$ cat config.mk
export PLATFORM = sky130hd
export DESIGN_NAME = conv_stream_ctrl
export DESIGN_NICKNAME = d
export VERILOG_FILES = /design/src/rtl/conv_stream_ctrl.sv
export SDC_FILE = /design/constraint.sdc
export NUM_CORES = 1
export LEC_CHECK = 0
export CAP_MARGIN = 40
export CORE_AREA = 3 3 102 104
export CTS_CLUSTER_SIZE = 30
export DETAILED_ROUTE_END_ITERATION = 12
export DIE_AREA = 0 0 105 107
export GPL_ROUTABILITY_DRIVEN = 0
export GPL_TIMING_DRIVEN = 0
export PLACE_DENSITY = 0.78
export SLEW_MARGIN = 0
export SYNTH_ARGS = -nofsm -noshare
export SYNTH_HDL_FRONTEND = slang
export SYNTH_SLANG_ARGS = --single-unit
$ cat constraint.sdc
create_clock -name clk -period 4.08 [get_ports clk]
set_clock_uncertainty 0.1 [all_clocks]
set_input_delay 0.612 -clock clk [delete_from_list [all_inputs] [get_ports clk]]
set_output_delay 0.612 -clock clk [all_outputs]
set_load 0.02 [all_outputs]
$ cat src/rtl/conv_stream_ctrl.sv
// Per-sample sequencer that feeds a 3-tap complex convolution engine and registers its results.
// Latency: a sample accepted at edge k drives eng_win after k, and its result is valid after edge k+1.
// Backpressure: at most one result waits in the window; when it cannot be captured, in_ready drops.
module conv_stream_ctrl #(
  parameter int  QI        = 3,
  parameter int  QF        = 3,
  parameter int  NUM_ELEMS = 100,
  localparam int W         = QI + QF
) (
  input  logic                clk,
  input  logic                rst,
  input  logic                start,
  input  logic [6*W-1:0]      kernel,
  input  logic                in_valid,
  output logic                in_ready,
  input  logic signed [W-1:0] in_re,
  input  logic signed [W-1:0] in_im,
  output logic [6*W-1:0]      eng_win,
  output logic [6*W-1:0]      eng_kernel,
  input  logic signed [W-1:0] eng_y_re,
  input  logic signed [W-1:0] eng_y_im,
  input  logic                eng_ovf,
  output logic                out_valid,
  input  logic                out_ready,
  output logic signed [W-1:0] out_re,
  output logic signed [W-1:0] out_im,
  output logic                out_last,
  output logic                busy,
  output logic                done,
  output logic                overflow
);

  // Counters must reach NUM_ELEMS+2: the input counter also counts the two zero flush steps.
  localparam int CW = $clog2(NUM_ELEMS + 3);
  localparam logic [CW-1:0] LAST_IN    = CW'(NUM_ELEMS - 1);
  localparam logic [CW-1:0] LAST_FLUSH = CW'(NUM_ELEMS + 1);
  localparam logic [CW-1:0] LAST_OUT   = CW'(NUM_ELEMS + 1);

  typedef struct packed {
    logic [W-1:0] re;
    logic [W-1:0] im;
  } cplx_t;

  typedef enum logic [1:0] {
    S_IDLE  = 2'd0,
    S_FILL  = 2'd1,
    S_FLUSH = 2'd2,
    S_DRAIN = 2'd3
  } state_t;

  state_t          state;
  state_t          state_nxt;

  // win[0] is the newest sample, win[2] the oldest.
  cplx_t [2:0]     win;
  logic            wv;
  logic [CW-1:0]   in_cnt;
  logic [CW-1:0]   out_cnt;
  logic [6*W-1:0]  kern_q;

  logic            cap;
  logic            step_ok;
  logic            step;
  logic            out_hs;
  logic            job_start;
  cplx_t           new_sample;

  // A pending window result is captured when the output slot is free or being emptied.
  assign cap       = wv && (!out_valid || out_ready);
  // The window may only advance when its current result is not still waiting.
  assign step_ok   = !wv || cap;
  assign out_hs    = out_valid && out_ready;
  assign job_start = (state == S_IDLE) && start;

  assign eng_win    = {win[0], win[1], win[2]};
  assign eng_kernel = kern_q;

  // State register.
  always_ff @(posedge clk or posedge rst) begin
    if (rst) begin
      state <= S_IDLE;
    end else begin
      state <= state_nxt;
    end
  end

  // Next-state: fill with NUM_ELEMS samples, push two zeros, then wait for the last handshake.
  always_comb begin
    state_nxt = state;
    case (state)
      S_IDLE: begin
        if (start) state_nxt = S_FILL;
      end
      S_FILL: begin
        if (step && (in_cnt == LAST_IN)) state_nxt = S_FLUSH;
      end
      S_FLUSH: begin
        if (step && (in_cnt == LAST_FLUSH)) state_nxt = S_DRAIN;
      end
      S_DRAIN: begin
        if (out_hs && out_last) state_nxt = S_IDLE;
      end
      default: state_nxt = S_IDLE;
    endcase
  end

  // State-decoded outputs: input handshake, window step and the sample shifted in.
  always_comb begin
    in_ready   = 1'b0;
    busy       = 1'b1;
    step       = 1'b0;
    new_sample = '0;
    case (state)
      S_IDLE: begin
        busy = 1'b0;
      end
      S_FILL: begin
        in_ready   = step_ok;
        step       = in_valid && step_ok;
        new_sample = '{re: in_re, im: in_im};
      end
      S_FLUSH: begin
        step = step_ok;
      end
      default: begin
      end
    endcase
  end

  // Window, counters, latched kernel and sticky overflow.
  always_ff @(posedge clk or posedge rst) begin
    if (rst) begin
      win      <= '0;
      wv       <= 1'b0;
      in_cnt   <= '0;
      out_cnt  <= '0;
      kern_q   <= '0;
      overflow <= 1'b0;
    end else if (job_start) begin
      win      <= '0;
      wv       <= 1'b0;
      in_cnt   <= '0;
      out_cnt  <= '0;
      kern_q   <= kernel;
      overflow <= 1'b0;
    end else begin
      if (step) begin
        win    <= {win[1], win[0], new_sample};
        in_cnt <= in_cnt + 1'b1;
      end
      // A step in the same cycle as a capture leaves a fresh result pending.
      if (step) begin
        wv <= 1'b1;
      end else if (cap) begin
        wv <= 1'b0;
      end
      if (cap) begin
        out_cnt  <= out_cnt + 1'b1;
        overflow <= overflow | eng_ovf;
      end
    end
  end

  // Output register: loads on capture, holds while stalled, empties on a bare handshake.
  always_ff @(posedge clk or posedge rst) begin
    if (rst) begin
      out_valid <= 1'b0;
      out_re    <= '0;
      out_im    <= '0;
      out_last  <= 1'b0;
    end else if (cap) begin
      out_valid <= 1'b1;
      out_re    <= eng_y_re;
      out_im    <= eng_y_im;
      out_last  <= (out_cnt == LAST_OUT);
    end else if (out_ready) begin
      out_valid <= 1'b0;
      out_last  <= 1'b0;
    end
  end

  // Job completion pulse, one cycle after the final output handshake.
  always_ff @(posedge clk or posedge rst) begin
    if (rst) begin
      done <= 1'b0;
    end else begin
      done <= (state == S_DRAIN) && out_hs && out_last;
    end
  end

endmodule

### Word-level counts from Yosys, hierarchy flattened

Index checks and enable logic that the tools add are counted.

| storage, ports and cells | value |
|---|---|
| output and inout bits | 90 |
| word-level logic and storage cells | 72 |
| register bits after elaboration | 105 |
| input bits | 66 |

| operators by class | value |
|---|---|
| add/subtract/negate cells | 2 |
| eq/ne operators | 10 |
| bitwise gates (word level) | 1 |
| mux-type cells | 23 |
| reduce and logical (&&, ||, !) cells | 19 |

Operators with widths:

| cell | count |
|---|---|
| 2-to-1 mux 36 bit | 2 |
| 2-to-1 mux 7 bit | 4 |
| equality test 7 bit, second input constant | 3 |
| adder 7 x 1 -> 7 bit, second input constant | 2 |
| 2-to-1 mux 12 bit | 1 |
| 2-to-1 mux 1 bit | 10 |
| logical AND 1 bit | 9 |
| 2-to-1 mux 2 bit | 4 |
| != test 2 bit, second input constant | 4 |
| one-hot mux 2 bit (4 select lines) | 1 |
| nonzero test 2 bit | 3 |
| equality test 2 bit, second input constant | 2 |
| AND reduction 4 bit | 1 |
| nonzero test 3 bit | 1 |
| equality test 2 x 1 -> 1 bit, second input constant | 1 |
| zero test 1 bit | 2 |
| zero test 2 bit | 1 |
| logical OR 1 bit | 2 |
| one-hot mux 1 bit (2 select lines) | 1 |
| bitwise OR 1 bit | 1 |

### Longest topological paths before layout

| depth | value |
|---|---|
| depth after elaboration | 9 |
| mapped depth | 9 |
| mapped depth without buffers | 7 |

### Worst setup path after synthesis

OpenSTA, ideal clock, no wires.

| path | value |
|---|---|
| kind | register to register |
| start point | register state[1] |
| end point | register state[1] |
| data arrival time | 1.713 ns |
| setup time | 0.125 ns |
| path buffers | 1 |
| clock period less this slack | 1.938 ns |
| path slack | 2.142 ns |
| cell stages (with the launch flop) | 9 |
| required time | 3.855 ns |
| cell sequence | dfrtp_1 inv_1 ha_1 a21o_1 and3_1 buf_6 nand4_1 a21oi_1 mux2_2 |

| between the ends | value |
|---|---|
| cells in the longest elaborated chain, start to end | 5 |
| elaborated cells on any way between the ends | 13 |
| classes of those cells | eq/ne: 7; mux: 2; reduce/logical: 4 |

Ends and longest elaborated chain:

| item | line | RTL |
|---|---|---|
| from (decl) | 51 | `state_t state;` |
| from (signal assigned) | 83 | `state <= state_nxt;` |
| equality test 2 bit / equality test 2 x 1 -> 1 bit (equally long branches) | 90, 113 |  |
| one-hot mux 1 bit (2 select lines) | 113 | `case (state)` |
| logical AND 1 bit (on tied branches) | 98, 95 |  |
| != test 2 bit (no line) | - |  |
| AND reduction 4 bit (no line) | - |  |

Several ways; a longest one is shown, not always the timed one.
A chain may end at the register's enable or synchronous reset.

### Worst setup path after layout

| path | value |
|---|---|
| start point | input out_ready |
| end point | output in_ready |

| between the ends | value |
|---|---|
| cells in the longest elaborated chain, start to end | 4 |

Ends and longest elaborated chain:

| item | line | RTL |
|---|---|---|
| from (decl) | 24 | `input logic out_ready,` |
| logical OR 1 bit | 69 | `assign cap = wv && (!out_valid \|\| out_ready);` |
| logical AND 1 bit | 69 |  |
| logical OR 1 bit | 71 | `assign step_ok = !wv \|\| cap;` |
| 2-to-1 mux 1 bit | 113 |  |
| to (decl) | 15 | `output logic in_ready,` |

No other way between the ends.

==> flow_summary.yaml <==
status:
  status: "completed"
clock_network:
  cts_sinks: 105
  hold_buffers: 0
  cts_resized: 0
  clkLatencyLatePin_ns: 0.36
  cts_buffers: 9
  clockRootBuffer: "clkbuf_8"
  clk_pin_slew_worst_paths_ns: 0.09
  cts.htree.levels: 3
  clockBufferDepth: 2
  cts_tree: "yes"
  cts_setup_buffers: 0
flow_run:
  drv_cap: 0
floorplanning:
  die_width_um: 105
  start_util_pct: 43.7
  rows: 36
  ioPinCount: 156
  core_um2: 9640
  fp.dieArea_um2: 11200
  die_height_um: 107
route:
  wl_per_cell_um: 14.6
  firstDrtPassIters: 4
  drc: 0
  final_antenna_net_count: 0
  vias: 3376
  totalWireLength_mm: 10.2
  drtIter0Drc: 129
  vias_per_cell: 4.81
sta:
  worst_slew_pin_slew_ns: 0.626
  hold_ws_ns: 0.378
  finalHoldViolations: 0
  slew_headroom_pct: 58.3
  timing.fmax_mhz: 363
  fin_crit_sh_pct: 67.5
  slew_viol_final: 0
  fin_crit_ns: 2.75
  finalSetupViolations: 0
  grt_setup_unrepaired: "false"
logic_synthesis:
  synth_edf_count: 0
  ys_types: 34
  ys_ff_latch: 105
  yosys-top-cells-count: "nand2_1 (155), dfrtp_1 (105), a22o_1 (36), nor2_1 (14), clkbuf_1 (10)"
  avgSynthCellArea_um2: 10.6
  syn_area_um2: 4220
  synth_largest_area_cell: "dfrtp_1"
  yosysMostFrequentCell: "nand2_1"
  syn_nets: 472
  netlist_top_cells_area: "dfrtp_1 (62%), nand2_1 (14%), a22o_1 (7.5%)"
  synth_seq_area_share_pct: 62.3
  async_flop_share_pct: 100
  synth-main-ff-cell: "dfrtp_1"
  yosys_warnings: 0
  yosysTopAreaCellShare_pct: 62.3
  syn_inst: 397
placement:
  dpl_cell_area_um2: 5960
  placedCellCount: 686
  dp_hpwl_mm: 7.69
  port_buffers: 155
global_routing:
  grt_usage_pct: 18.3
  grt_overflow: 0
  grt_max_degree: 70
  grt_pass1_wl_mm: 16.7
  grt_pass1_vias: 3379
  antenna_found_initial: 0
cells_and_area:
  fin_util_pct: 64.2
  multi_input_comb_area_um2: 1440
  nFillCells: 786
  drive_above_1_share_pct: 5.10
  nets: 639
  num_antenna_cells: 0
  syn2layout_area_growth_pct: 46.7
  instances_no_fill: 702
  seqCellArea_um2: 2630
  final_area_um2: 6190
power:
  p_total_w: 0.00475
  leakage_nw: 2.98
  switching_share_pct: 39.0
  seqPwrFrac_pct: 36.3
  p_int_w: 0.00290
  combPwrFrac_pct: 48.9
  power_frac_clock_pct: 14.8
  vdd_drop_max_uv: 355
  power.switching_w: 0.00185
  power_density_nw_per_um2: 768
critical_path:
  path_class: "input pin to output pin"
  critPathSlowestCell: "clkdlybuf4s50_1"
  slowest_delay_ns: 0.60
  end_kind: "output pin"
  crit_required_ns: 3.37
  cpMostUsedCell: "clkdlybuf4s50_1"
  crit_chain: "clkdlybuf4s50_1 -> nand3b_4 -> and2_1 -> clkdlybuf4s50_1"
  path_max_fanout: 4
  worstPathArrival_ns: 2.04
  worst_setup_path_start_kind: "input pin"
worst_hold_path:
  hp-class: "register to register"
power by group through the flow:
| stage | Clock, W | Sequential [W] | Combinational [W] |
|---|---|---|---|
| after floorplan | 0 | 0.00215 | 0.000842 |
| after global placement | 0 | 0.00172 | 0.00229 |
| after detailed placement | 0 | 0.00174 | 0.00235 |
| after CTS | 0.000726 | 0.00172 | 0.00235 |
| after global routing | 0.000766 | 0.00178 | 0.00251 |
| final | 0.000703 | 0.00172 | 0.00232 |
state kept, by name (all words and copies together) (netlist names), 2 cells and up:
| register | flops |
|---|---|
| out_im | 6 |
| out_re | 6 |
| eng_win | 36 |
| eng_kernel | 36 |
| state | 2 |
| in_cnt | 7 |
| out_cnt | 7 |
critical path, delay by kind of cell:
family                 cells  cell delay [ns]
buffers and inverters      2             1.12
and+or+nand+nor            2             0.31
worst paths after layout:
check | from | end | slack [ns] | cells after the start
max reg2reg | state[1]$_DFFE_PP0P_ | state[1]$_DFFE_PP0P_ | 1.86 | 8
min in group asynchronous | rst | eng_kernel[28]$_DFFE_PP0P_ | 0.53 | 2
min | eng_kernel[19]$_DFFE_PP0P_ | eng_kernel[19]$_DFFE_PP0P_ | 0.38 | 2
min reg2reg | eng_kernel[19]$_DFFE_PP0P_ | eng_kernel[19]$_DFFE_PP0P_ | 0.38 | 2
max | out_ready | in_ready | 1.33 | 4
max in group asynchronous | rst | in_cnt[3]$_DFFE_PP0P_ | 2.64 | 3
stage by stage:
step           setup WS (ns)  setup TNS [ns]
6_report                1.33               0
5_1_grt                 1.29               0
4_1_cts                 1.31               0
3_5_place_dp            1.33               0
3_3_place_gp          -0.844          -88.06
2_1_floorplan          0.607               0
metal layers:
layer	global-route usage, %	vias up	part of all wire (%)
li1	-	1634	-
met1	22.8	1628	42
met2	31.8	100	51
met3	4.03	14	5.0
met4	5.90	0	1.7
met5	0	-	0
area by class of cell:
type / instances / share of cell area [%]
plain buffers: 21 / 1.86
multi-input cells: 262 / 23.3
inverters: 9 / 0.587
clock buffers: 12 / 2.35
repair buffers: 156 / 25.5
clock inverters: 4 / 1.23
well taps: 133 / 2.69
flip-flops and latches: 105 / 42.5
cells in the final DEF, fill, tap and decap left out, types with 5 or more instances in the layout:
master           Yosys  routed
a22o_1              36      36
and3_1               5       5
buf_2                5       5
clkbuf_1            10      12
clkbuf_8             0      10
clkdlybuf4s50_1      0     155
dfrtp_1            105     105
ha_1                 9       9
inv_1                9       8
nand2_1            155     155
nand4_1              6       6
nor2_1              14      14
xor2_1               9       9
logic make-up (layout without fill, tap and decap cells):
kind of cell    Yosys count  count (layout)  synth area share [%]
fa+ha+maj                 9               9                  2.67
mux                       1               1                 0.267
simple gates            193             193                  19.5
flops                   105             105                  62.3
xor+xnor                 11              11                  2.29
buf+inv                  30             202                  3.53
compound gates           48              48                  9.41
(Power assumes the default switching activity.)
